`src/rtl/common_pkg.sv`:
```
// Shared defaults and types for the link-side VC scheduler and its arbiter.
// The lock-state enum is only consumed when VC_SCHED_PACKET_LOCK_EN is defined.
package common_pkg;

    localparam int DEFAULT_VC_W          = 4;
    localparam int DEFAULT_VC_FIFO_DEPTH = 4;
    localparam int DEFAULT_FLIT_W        = 32;

    typedef enum logic {
        IDLE   = 1'b0,
        LOCKED = 1'b1
    } lock_state_e;

    // A one-entry pointer still needs a 1-bit register.
    function automatic int ptr_width(input int n);
        return (n > 1) ? $clog2(n) : 1;
    endfunction

endpackage

```
`src/rtl/rr_arbiter.sv`:
```
// Combinational round-robin arbiter: the first request at or above ptr wins,
// wrapping to index 0. Returns a one-hot grant and the winner's index.
module rr_arbiter
    import common_pkg::*;
#(
    parameter int N     = 4,
    parameter int PTR_W = ptr_width(N)
) (
    input  logic [N-1:0]     req,
    input  logic [PTR_W-1:0] ptr,
    output logic [N-1:0]     grant,
    output logic [PTR_W-1:0] grant_idx
);

    logic found;

    // Two ascending passes: [ptr, N) first, then the wrapped [0, ptr).
    always_comb begin
        grant     = '0;
        grant_idx = '0;
        found     = 1'b0;
        for (int j = 0; j < N; j++) begin
            if (!found && req[j] && (j >= int'(ptr))) begin
                found     = 1'b1;
                grant[j]  = 1'b1;
                grant_idx = PTR_W'(j);
            end
        end
        for (int j = 0; j < N; j++) begin
            if (!found && req[j] && (j < int'(ptr))) begin
                found     = 1'b1;
                grant[j]  = 1'b1;
                grant_idx = PTR_W'(j);
            end
        end
    end

endmodule

```
`src/rtl/vc_credit_scheduler.sv`:
```
// Credit-based round-robin VC scheduler driving one registered link output.
// Define VC_SCHED_PACKET_LOCK_EN for wormhole locking (adds i_vc_last / o_last).
module vc_credit_scheduler
    import common_pkg::*;
#(
    parameter int VC_W   = DEFAULT_VC_W,
    parameter int DEPTH  = DEFAULT_VC_FIFO_DEPTH,
    parameter int DATA_W = DEFAULT_FLIT_W
) (
    input  logic                     i_clk,
    input  logic                     i_rst_n,
    input  logic [VC_W-1:0]          i_vc_valid,
    input  logic [VC_W*DATA_W-1:0]   i_vc_data,
    output logic [VC_W-1:0]          o_vc_ready,
    input  logic [VC_W-1:0]          i_vc_credit_gnt,
`ifdef VC_SCHED_PACKET_LOCK_EN
    input  logic [VC_W-1:0]          i_vc_last,
    output logic                     o_last,
`endif
    output logic                     o_valid,
    output logic [VC_W-1:0]          o_vc_id,
    output logic [DATA_W-1:0]        o_data,
    output logic [VC_W*$clog2(DEPTH)-1:0] o_credits
);

    localparam int CNT_W = $clog2(DEPTH);
    localparam int PTR_W = ptr_width(VC_W);
    localparam logic [CNT_W-1:0] CREDIT_MAX = CNT_W'(DEPTH - 1);

    // Handshake: o_vc_ready[k] is the pop for queue k; it depends only on
    // i_vc_valid and registered state, and the queue pops on the same edge.

    logic [CNT_W-1:0]  credits [VC_W];
    logic [PTR_W-1:0]  ptr;
    logic [VC_W-1:0]   elig;
    logic [VC_W-1:0]   req;
    logic [VC_W-1:0]   grant;
    logic [PTR_W-1:0]  grant_idx;
    logic [DATA_W-1:0] win_data;
    logic              ptr_adv;

    always_comb begin
        elig = '0;
        for (int i = 0; i < VC_W; i++) begin
            elig[i] = i_vc_valid[i] && (credits[i] != '0);
        end
    end

`ifdef VC_SCHED_PACKET_LOCK_EN
    lock_state_e     lock_state;
    logic [VC_W-1:0] lock_mask;
    logic            win_last;

    // While locked only the owning VC may compete; no bypass on stall.
    assign req = (lock_state == LOCKED) ? (elig & lock_mask) : elig;

    always_comb begin
        win_last = 1'b0;
        for (int j = 0; j < VC_W; j++) begin
            if (grant[j]) win_last = i_vc_last[j];
        end
    end

    assign ptr_adv = (|grant) && win_last;

    always_ff @(posedge i_clk or negedge i_rst_n) begin
        if (!i_rst_n) begin
            lock_state <= IDLE;
            lock_mask  <= '0;
        end else if (|grant) begin
            if (win_last) begin
                lock_state <= IDLE;
                lock_mask  <= '0;
            end else begin
                lock_state <= LOCKED;
                lock_mask  <= grant;
            end
        end
    end

    always_ff @(posedge i_clk or negedge i_rst_n) begin
        if (!i_rst_n) begin
            o_last <= 1'b0;
        end else if (|grant) begin
            o_last <= win_last;
        end else begin
            o_last <= 1'b0;
        end
    end
`else
    assign req     = elig;
    assign ptr_adv = |grant;
`endif

    rr_arbiter #(
        .N     (VC_W),
        .PTR_W (PTR_W)
    ) u_arb (
        .req       (req),
        .ptr       (ptr),
        .grant     (grant),
        .grant_idx (grant_idx)
    );

    assign o_vc_ready = grant;

    always_ff @(posedge i_clk or negedge i_rst_n) begin
        if (!i_rst_n) begin
            ptr <= '0;
        end else if (ptr_adv) begin
            if (int'(grant_idx) == VC_W - 1) begin
                ptr <= '0;
            end else begin
                ptr <= grant_idx + PTR_W'(1);
            end
        end
    end

    // Spend and return in the same cycle cancel out; a return at full
    // credit is a receiver bug, so the count saturates instead of wrapping.
    always_ff @(posedge i_clk or negedge i_rst_n) begin
        if (!i_rst_n) begin
            for (int i = 0; i < VC_W; i++) credits[i] <= CREDIT_MAX;
        end else begin
            for (int i = 0; i < VC_W; i++) begin
                case ({grant[i], i_vc_credit_gnt[i]})
                    2'b10:   credits[i] <= credits[i] - CNT_W'(1);
                    2'b01:   if (credits[i] != CREDIT_MAX) credits[i] <= credits[i] + CNT_W'(1);
                    default: credits[i] <= credits[i];
                endcase
            end
        end
    end

    always_comb begin
        o_credits = '0;
        for (int i = 0; i < VC_W; i++) begin
            o_credits[i*CNT_W +: CNT_W] = credits[i];
        end
    end

    always_comb begin
        win_data = '0;
        for (int j = 0; j < VC_W; j++) begin
            if (grant[j]) win_data = i_vc_data[j*DATA_W +: DATA_W];
        end
    end

    always_ff @(posedge i_clk or negedge i_rst_n) begin
        if (!i_rst_n) begin
            o_valid <= 1'b0;
            o_vc_id <= '0;
            o_data  <= '0;
        end else begin
            o_valid <= |grant;
            o_vc_id <= grant;
            if (|grant) o_data <= win_data;
        end
    end

`ifndef SYNTHESIS
    a_ready_onehot0: assert property (@(posedge i_clk) disable iff (!i_rst_n)
        $onehot0(o_vc_ready));

    a_ctrl_known: assert property (@(posedge i_clk) disable iff (!i_rst_n)
        !$isunknown({o_valid, o_vc_id, o_vc_ready}));

    for (genvar g = 0; g < VC_W; g++) begin : g_credit_chk
        a_credit_max: assert property (@(posedge i_clk) disable iff (!i_rst_n)
            credits[g] <= CREDIT_MAX);
        a_no_overflow_return: assert property (@(posedge i_clk) disable iff (!i_rst_n)
            !(i_vc_credit_gnt[g] && !grant[g] && (credits[g] == CREDIT_MAX)));
    end
`endif

endmodule

```
`config.mk`:
```
export PLATFORM = sky130hd
export DESIGN_NAME = vc_credit_scheduler
export DESIGN_NICKNAME = d
export VERILOG_FILES = /design/src/rtl/common_pkg.sv /design/src/rtl/rr_arbiter.sv /design/src/rtl/vc_credit_scheduler.sv
export SDC_FILE = /design/constraint.sdc
export NUM_CORES = 1
export LEC_CHECK = 0
export CAP_MARGIN = 20
export CORE_ASPECT_RATIO = 0.8
export CORE_MARGIN = 4
export CORE_UTILIZATION = 41
export DETAILED_ROUTE_END_ITERATION = 8
export GPL_TIMING_DRIVEN = 0
export PLACE_DENSITY = 0.95
export SYNTH_ARGS = -nofsm -noshare
export SYNTH_HDL_FRONTEND = slang
export SYNTH_SLANG_ARGS = --single-unit
export TNS_END_PERCENT = 10
```
`constraint.sdc`:
```
create_clock -name i_clk -period 3.95 [get_ports i_clk]
set_input_delay 0.79 -clock i_clk [delete_from_list [all_inputs] [get_ports i_clk]]
set_output_delay 0.79 -clock i_clk [all_outputs]
set_load 0.01 [all_outputs]
```
=== Word level (Yosys, flattened, before mapping) ===
Cells that the tools add are included.

* Add/sub/neg operators: 9
* Magnitude comparators: 6
* Equality and inequality tests: 17
* Mux-type cells: 31
* Reduce and logical (&&, ||, !) cells: 35

{| class="wikitable"
|+ Operator list
! kind !! count
|-
| 32-bit two-way mux || 4
|-
| 2-bit two-way mux || 10
|-
| 1-bit logical AND || 16
|-
| 2-bit inequality test (second input constant) || 8
|-
| 2-bit case mux with 2 select lines || 4
|-
| 2-bit nonzero test || 8
|-
| 1-bit two-way mux || 13
|-
| 2-bit by 1-bit adder with 2-bit output (second input constant) || 5
|-
| 2-bit by 1-bit == test with 1-bit output (second input constant) || 5
|-
| 2-bit == test (second input constant) || 4
|-
| 2-bit AND reduction || 4
|-
| 2-bit by 1-bit subtractor with 2-bit output (second input constant) || 4
|-
| 1-bit zero test || 6
|-
| 1-bit by 2-bit >= comparator with 1-bit output (first input constant) || 2
|-
| 1-bit by 2-bit less-than comparator with 1-bit output (first input constant) || 2
|-
| 4-bit OR reduction || 1
|-
| 2-bit >= comparator (first input constant) || 1
|-
| 2-bit less-than comparator (first input constant) || 1
|}

* Bits in registers: 47
* Input port bits: 138
* Word-level logic and storage cells: 106

=== Logic depth before layout (Yosys ltp) ===
* Word-level depth: 30
* Gate-level depth with buffers: 9

=== Cells and area by module ===
A second synthesis with hierarchy kept.

* Cells, all modules: 345
* Area total of the unflattened synthesis: 3069.2 sq um

{| class="wikitable"
|+ By module, submodules not included
! module !! instances !! cells each !! area an instance (sq um)
|-
| vc_credit_scheduler || 1 || 314 || 2860.2
|-
| rr_arbiter || 1 || 31 || 209.0
|}

=== Least setup slack after synthesis ===
OpenSTA, ideal clock, no wires.

* Kind: input-to-output
* From: input i_vc_valid[1]
* To: output o_vc_ready[3]
* Arrival time: 1.648 ns
* Required time: 3.160 ns
* Setup slack: 1.512 ns
* Cell stages on the path: 6
* Path buffers: 2
* Path through: o21ai_2 o22ai_1 or3_1 buf_6 inv_6 buf_6

* Word-level cells in the longest chain between the ends: 11

{| class="wikitable"
|+ RTL lines
! item !! line !! RTL
|-
| start: declaration || vc_credit_scheduler.sv:12 || <nowiki>input logic [VC_W-1:0] i_vc_valid,</nowiki>
|-
| 1-bit logical AND * || vc_credit_scheduler.sv:45 || <nowiki>elig[i] = i_vc_valid[i] && (credits[i] != '0);</nowiki>
|-
| 1-bit logical AND * (2 in series) || rr_arbiter.sv:23 || <nowiki>if (!found && req[j] && (j >= int'(ptr))) begin</nowiki>
|-
| 1-bit two-way mux * || rr_arbiter.sv:23 ||
|-
| 1-bit zero test || rr_arbiter.sv:23 ||
|-
| 1-bit logical AND (2 in series) || rr_arbiter.sv:23 ||
|-
| 1-bit two-way mux * || rr_arbiter.sv:23 ||
|-
| 1-bit zero test * || rr_arbiter.sv:23 ||
|-
| 1-bit logical AND * || rr_arbiter.sv:23 ||
|-
| 1-bit two-way mux * || rr_arbiter.sv:23 ||
|-
| end: declaration || vc_credit_scheduler.sv:14 || <nowiki>output logic [VC_W-1:0] o_vc_ready,</nowiki>
|}

Every way passes the cells marked *; elsewhere a longest branch is shown, timed or not.

=== Worst setup path after layout ===
* From: input i_vc_valid[3]
* To: output o_vc_ready[3]

* Word-level cells in the longest chain between the ends: 3

{| class="wikitable"
|+ RTL lines
! item !! line
|-
| 1-bit logical AND || vc_credit_scheduler.sv:45
|-
| 1-bit logical AND || rr_arbiter.sv:23
|-
| 1-bit two-way mux || rr_arbiter.sv:23
|}

No other way between the ends.

==> flow_metrics.tcl <==
set metrics [dict create \
    drtIter0Drc 145 \
    final.setup.tns_ns 0 \
    final_util 0.703 \
    via_count 3616 \
    cts_root_buffer "clkbuf_8" \
    via_per_inst 5.56 \
    post-synth-top-count-cell "nand2_1" \
    layout-drive-gt1-share 0.0982 \
    ir_drop_v 0.000307 \
    insertion_delay_ns 0.29 \
    fin_nets 697 \
    synth_common_cells "nand2_1, dfrtp_1, a21oi_1, nor2_1" \
    syn-cell-area_mm2 0.00309 \
    ys_warn_count 0 \
    startpoint_type "primary input" \
    synth.avg_cell_area_um2 8.47 \
    synth-edff-count 0 \
    routed_wl_um 11500 \
    rsz0062_at_grt "no" \
    cts_tree "built" \
    diodes 0 \
    antenna_found_initial 0 \
    die_h_um 85.7 \
    stdcell_count 650 \
    post_cts_buffers 0 \
    relSlewSlack 0.606 \
    cts_made_buffers 5 \
    die_w_um 105 \
    wl_per_cell_um 17.7 \
    dpl.hpwl_um 8860 \
    async_flop_share 1.00 \
    synth_top_area_cell "dfrtp_1" \
    initial_core_util 0.420 \
    grtUsageTotal 0.253 \
    syn-num-nets 503 \
    ys_top_cells_by_area "dfrtp_1, a2111oi_0, nand2_1, a21boi_0, dfstp_2" \
    ant_nets 0 \
    yosysTopAreaCellShare 0.316 \
    ios 187 \
    synth_cell_types 47 \
    max_freq_mhz 276 \
    grt_pass1_wl_um 18600 \
    ys_seq_area_frac 0.384 \
    critPathSlowestCell "clkdlybuf4s50_1" \
    fin_worst_skew_ns 0.00566 \
    post-route-drc-count 0 \
    path_class "in -> out" \
    finish.instance_area_mm2 0.00517 \
    placed_cells 642 \
    cts_resized 0 \
    h-tree-depth 2 \
    slew_violations 0 \
    coreArea_mm2 0.00736 \
    place_area_mm2 0.00509 \
    cts_hold_buf 0 \
    cpPeakStageDelay_ns 0.54 \
    hold_viol 0 \
    grt_pass1_vias 3859 \
    setup_slack_ns 0.332 \
    numPortBuffers 186 \
    outcome "complete, no violations" \
    firstDrtPassIters 4 \
    required_ns 3.16 \
    ys.flop_type "dfrtp_1" \
    clk_path_buf_depth 2 \
    fin_crit_sh 0.916 \
    cp.arrival_ns 2.83 \
    path_cells "clkdlybuf4s50_1 > o21ai_1 > or3_1 > buf_6 > inv_6 > buf_6 > clkdlybuf4s50_1" \
    rows 28 \
    setup_violations 0 \
    grt_overflow 0 \
    syn_to_final_growth_pct 67.3 \
    powerDensity_mw_per_mm2 563 \
    worstHoldPathType "in -> async" \
    place_ws_ns 0.342 \
    finalCriticalPeriod_ns 3.62 \
    die-area_mm2 0.00900 \
    globalplace.congestion 0.853 \
    cp_max_fo 11 \
    worst_pin_slew_ns 0.591 \
    drv_cap 0 \
    clk_pin_slew_ns 0.09 \
    cts.sinks 47 \
    syn_inst 365 \
    crit_path_end_kind "output port" \
    ys_seq_elements 47 \
    p_leak_nw 1.99 \
    grt_max_degree 25 \
]
[placed cells by master, fill, tap and decap left out, types with 7 or more instances in the layout]
master,instances
clkdlybuf4s50_1,185
clkbuf_1,9
a21boi_0,31
dfrtp_1,39
a2111oi_0,32
o21ai_1,32
nand2_1,66
buf_2,9
dfstp_2,8
nor2_1,34
inv_1,7
a21oi_1,34
buf_6,8
[state kept, by name, summed over array words and instances, names as in the netlist]
signal     count
o_data        32
o_credits      8
o_vc_id        4
ptr            2
o_valid        1
[final cells by class]
cell class / count / area, um^2
Clock inverter: 3 / 15.0
Multi-Input combinational cell: 278 / 1660
Timing Repair Buffer: 187 / 1880
Tap cell: 90 / 113
Fill cell: 565 / 2180
Inverter: 8 / 35.0
Buffer: 32 / 209
Sequential cell: 47 / 1190
Clock buffer: 5 / 68.8
[final timing paths]
kind | from | end | slack (ns) | cells after the start
min in group i_clk | o_data[19]$_DFFE_PN0P_ | o_data[19]$_DFFE_PN0P_ | 0.49 | 2
max | i_vc_valid[3] | o_vc_ready[3] | 0.33 | 7
max reg2reg | o_credits[3]$_DFFE_PN1P_ | o_data[18]$_DFFE_PN0P_ | 1.68 | 6
min | i_rst_n | ptr[0]$_DFFE_PN0P_ | 0.49 | 1
max in group asynchronous | i_rst_n | o_credits[7]$_DFFE_PN1P_ | 2.86 | 2
min reg2reg | o_data[19]$_DFFE_PN0P_ | o_data[19]$_DFFE_PN0P_ | 0.49 | 2
[stage by stage]
stage	hold WS (ns)	power, mW
2_1_floorplan	0.494	1.76
3_3_place_gp	0.467	2.56
3_5_place_dp	0.476	2.62
4_1_cts	0.497	2.92
5_1_grt	0.523	3.11
6_report	0.490	2.91
[per-layer routing]
metal,routed length (um),track usage,vias up
met5,0,0,-
met4,141,0.0620,0
met3,955,0.0564,16
met2,5730,0.444,199
met1,4710,0.320,1685
li1,-,-,1716
[where the power goes]
part	switching, mW	internal (mW)	leakage, nW
logic	0.832	0.900	1.40
clock network	0.168	0.122	0.0477
registers	0.159	0.730	0.550
total	1.16	1.75	1.99
[cells by family (layout without fill, tap and decap cells)]
| kind of cell | Yosys count | after routing | synth area share |
|---|---|---|---|
| compound gates | 164 | 164 | 0.377 |
| buf+inv | 40 | 235 | 0.0789 |
| simple gates | 110 | 110 | 0.149 |
| flops | 47 | 47 | 0.384 |
| xor+xnor | 4 | 4 | 0.0113 |
[critical path: cells and delay by family]
kind | cells | cell delay, ns
and+or+nand+nor | 1 | 0.43
AOI/OAI and AO/OA | 1 | 0.18
buffers and inverters | 5 | 1.42
No activity file was read; power rests on OpenSTA's default activity.
